$ cat src/rtl/reg_file_wb.sv
`timescale 1ns/1ps
// MIPS 32x32 register file: two combinational read ports (ID) and one write port (WB); $0 reads zero, $sp resets to SP_RESET.
// Latency: reads are zero-cycle combinational; a write commits on the rising clk edge.
// Backpressure: none, a write is accepted every cycle. Macro REGFILE_BYPASS_EN turns on write-first read bypass.
module reg_file_wb #(
    parameter int                DATA_W   = 32,
    parameter int                ADDR_W   = 5,
    parameter logic [DATA_W-1:0] SP_RESET = 32'h0000_3FFC
) (
    input  logic              clk,
    input  logic              reset_n,
    input  logic              RegWrite,
    input  logic [ADDR_W-1:0] Write_reg,
    input  logic [DATA_W-1:0] Write_data,
    input  logic [ADDR_W-1:0] Read_reg_1,
    input  logic [ADDR_W-1:0] Read_reg_2,
    output logic [DATA_W-1:0] Read_data_1,
    output logic [DATA_W-1:0] Read_data_2,
    output logic [15:0]       Write_count
);

    localparam int NREG   = 2 ** ADDR_W;
    localparam int SP_IDX = 29;

    // Flop-based storage so the asynchronous clear is legal; entry 0 is never written.
    logic [DATA_W-1:0] regs [NREG];
    logic              wr_en;

    assign wr_en = RegWrite && (Write_reg != '0);

    always_ff @(posedge clk or negedge reset_n) begin
        if (!reset_n) begin
            for (int i = 0; i < NREG; i++) begin
                regs[i] <= (i == SP_IDX) ? SP_RESET : '0;
            end
            Write_count <= '0;
        end else if (wr_en) begin
            regs[Write_reg] <= Write_data;
            Write_count     <= Write_count + 16'd1;
        end
    end

    always_comb begin
        Read_data_1 = regs[Read_reg_1];
`ifdef REGFILE_BYPASS_EN
        // Bypass is suppressed in reset so reads show the reset image.
        if (reset_n && wr_en && (Read_reg_1 == Write_reg)) begin
            Read_data_1 = Write_data;
        end
`endif
        if (Read_reg_1 == '0) begin
            Read_data_1 = '0;
        end
    end

    always_comb begin
        Read_data_2 = regs[Read_reg_2];
`ifdef REGFILE_BYPASS_EN
        if (reset_n && wr_en && (Read_reg_2 == Write_reg)) begin
            Read_data_2 = Write_data;
        end
`endif
        if (Read_reg_2 == '0) begin
            Read_data_2 = '0;
        end
    end

endmodule
$ cat config.mk
export PLATFORM = sky130hd
export DESIGN_NAME = reg_file_wb
export DESIGN_NICKNAME = d
export VERILOG_FILES = /design/src/rtl/reg_file_wb.sv
export SDC_FILE = /design/constraint.sdc
export NUM_CORES = 2
export LEC_CHECK = 0
export CAP_MARGIN = 20
export CORE_MARGIN = 10
export CORE_UTILIZATION = 55
export CTS_CLUSTER_DIAMETER = 60
export DETAILED_ROUTE_END_ITERATION = 8
export GPL_TIMING_DRIVEN = 0
export PLACE_DENSITY = 0.72
export SLEW_MARGIN = 10
export SYNTH_ARGS = -nofsm -noshare
export SYNTH_HDL_FRONTEND = slang
export SYNTH_SLANG_ARGS = --single-unit
$ cat constraint.sdc
create_clock -name clk -period 3.5 [get_ports clk]
set_input_delay 0.35 -clock clk [delete_from_list [all_inputs] [get_ports clk]]
set_output_delay 0.35 -clock clk [all_outputs]
set_load 0.01 [all_outputs]
==> results.ini <==
[sta]
finalSetupViolations=22
period_minus_slack_ns=3.61
relSlewSlack_pct=23.4
rsz0062_at_grt=yes
finalWorstSetupSlack_ns=-0.109
finalCritPeriodShare_pct=103
fin_tns_setup_ns=-0.958
worstMarginPinSlew_ns=1.15
finalMaxSlewViolations=0
hold_violations=0
clock-skew-final_ns=0.00230
fmax_mhz=277

[synthesis]
yosysWarnings=0
synth.avg_cell_area_um2=15.2
synth_top_area_cell=dfrtp_1
ys_ff_latch=1040
synth.net_count=3724
synth.top_cell.area_share_pct=46.2
async_reset_ff_share_pct=100
netlist_instances=3673
synth_ff_type=dfrtp_1
netlist_area_um2=55700
synth_edf_count=0
yosys-top-cells-area=dfrtp_1 (46%), mux2_2 (20%), mux4_2 (18%)
ys_seq_area_share_pct=46.7
synth_cell_types=47

[worst_setup_path]
worstSetupEndpointType=output port
cp_max_fo=10
r2r_end=Write_count[15]
reg2reg_from=Write_count[0]
cp.arrival_ns=3.26
r2r_cells=4
cp.required_ns=3.15
path_class=input port to output port
startpoint_type=input port
r2r_setup_slack_ns=1.73

[clocking]
cts_buffers=114
clockRootBuffer=clkbuf_16
clockBufferDepth=3
path_clk_slew_ns=0.06
insertion_delay_ns=0.71
cts_tree=done
htreeDepth=3
cts.sinks=1040

[global_routing]
grt_max_degree=161
grt_pass1_wl_um=276000
grt_pass1_vias=38280
grt_overflow=0
antenna_found_initial=5
grt_usage_pct=33.2

[place]
gp_congestion=1.01
dpl.hpwl_um=138000
io_buffers=121

[run]
max-cap-violations=0

[hold_path]
hp-class=input port to asynchronous set/reset pin

[power_and_ir_drop]
max-vdd-ir-drop_uv=390
p_int_uw=26400
p_seq_share_pct=43.7
p_comb_share_pct=21.7
switching_share_pct=28.5
p_per_area_nw_per_um2=580
p_sw_uw=10500
p_leak_uw=0.0271
p_clk_share_pct=34.6

[routing]
firstDrtPassIters=6
drc_errors=0
drt-initial-drc-count=4733
ant_nets=0
vias=37656
drt_wl_total_um=194000
routed_via_density=7.01
avgRoutedWirePerCell_um=36.1

[floorplan]
core_um2=100000
die_h_um=338
pin_count=130
fp.dieW_um=338
row_count=116
dieArea_um2=114000
start_util_pct=55.6

[layout]
syn2layout_area_growth_pct=14.1
layout_commonest_cell=dfrtp_1
layout_common_cells=dfrtp_1 (1028), mux2_2 (1002), mux4_2 (448)
layout.nets=3965
layout-drive-gt1-share_pct=51.4
n_fill_cell=7456
fin_util_pct=63.4

[run_status]
violations=negative setup slack
status=finished with violations

cells by family (layout without fill, tap and decap cells):
group / Yosys count / count (layout) / share of synthesized area, %
other: 0 / 1 / 0
AOI/OAI and AO/OA: 369 / 369 / 4.76
buffers and inverters: 428 / 765 / 4.47
adders and majority gates: 1 / 1 / 0.0225
xor gates and xnor gates: 15 / 15 / 0.236
and+or+nand+nor: 187 / 187 / 2.01
DFF: 1040 / 1040 / 46.7
muxes: 1633 / 1633 / 41.8
through the flow:
stage | instances | cell area, um^2 | worst slack, ns | power [uW] | hold WS, ns
3_3_place_gp | 5151 | 58600 | -45.74 | 23500 | 0.455
5_1_grt | 5367 | 63600 | -0.0850 | 38000 | 0.320
6_report | 5368 | 63600 | -0.109 | 36900 | 0.242
2_1_floorplan | 3673 | 55700 | 1.43 | 21000 | 0.0544
3_5_place_dp | 5159 | 58900 | -1.40 | 23800 | 0.356
4_1_cts | 5368 | 63400 | -0.0732 | 36600 | 0.269
state kept, by name, summed over array words and instances, names as in the netlist:
| register | flops |
|---|---|
| Write_count | 16 |
| regs | 1024 |
power by group through the flow:
stage	sequential, uW	combinational, uW	clock (uW)
after detailed placement	16200	7620	0
after global routing	16400	8380	13300
after floorplan	15600	5370	0
after CTS	16000	7790	12800
final	16100	7990	12700
after global placement	16100	7380	0
worst max-delay path, cell delays in order:
cell and delay [ns]:
buf_4 0.22, buf_4 0.27, buf_4 0.40, buf_2 0.47
a211oi_1 0.29, a311oi_2 0.58, clkdlybuf4s50_1 0.65
worst max-delay path by stage:
stage / start / to / slack, ns
after global routing: Read_reg_1[3] / Read_data_1[19] / -0.08
after global placement: reset_n / regs[903] / -45.74
after CTS: Read_reg_1[3] / Read_data_1[18] / -0.07
final: Read_reg_1[2] / Read_data_1[19] / -0.11
after floorplan: Read_reg_1[0] / Read_data_1[11] / 1.43
after detailed placement: Read_reg_2[3] / Read_data_2[14] / -1.40
final cells by class:
class / count / area, um^2 / area share, %
inverter: 3 / 11.3 / 0.0177
tap: 1357 / 1700 / 2.67
timing repair buffer: 130 / 1440 / 2.26
buffer: 420 / 2590 / 4.08
sequential: 1040 / 26000 / 41.0
clock buffer: 177 / 3570 / 5.61
clock inverter: 35 / 408 / 0.642
antenna: 1 / 2.50 / 0.00394
multi-input combinational: 2205 / 27800 / 43.8
routing by layer:
metal	vias to the layer above	global-route usage [%]	share of wire, %	wire, um
met5	-	0.807	0.080	155
met4	6	16.5	5.2	10100
met3	499	12.6	12	24000
met2	2314	47.7	44	84700
met1	20119	43.9	39	74800
li1	14718	-	-	-
timing repair:
action / in CTS / in global routing
resized for setup: 144 / 50
hold buffers: 1 / 0
setup buffers: 0 / 0
pin swaps: 19 / 3
gates cloned: 0 / 0
hold endpoints to repair: 116 / 0
setup endpoints to repair: 64 / 42
synth_stat cells (5+ instances only):
master / n
a221oi_1: 47
o2111ai_1: 17
nor2_1: 8
o21ai_0: 39
buf_6: 60
nand4_1: 9
a311oi_1: 64
clkbuf_1: 187
buf_4: 68
nand2_1: 56
mux4_2: 448
a211oi_1: 65
dfstp_2: 12
dfrtp_1: 1028
o21ai_1: 72
mux2_1: 55
nor2_2: 5
nor2b_1: 66
mux2i_1: 128
nor2_4: 12
mux2_2: 1002
a22oi_1: 64
buf_2: 104
xnor2_1: 14
No activity file was read; power rests on OpenSTA's default activity.
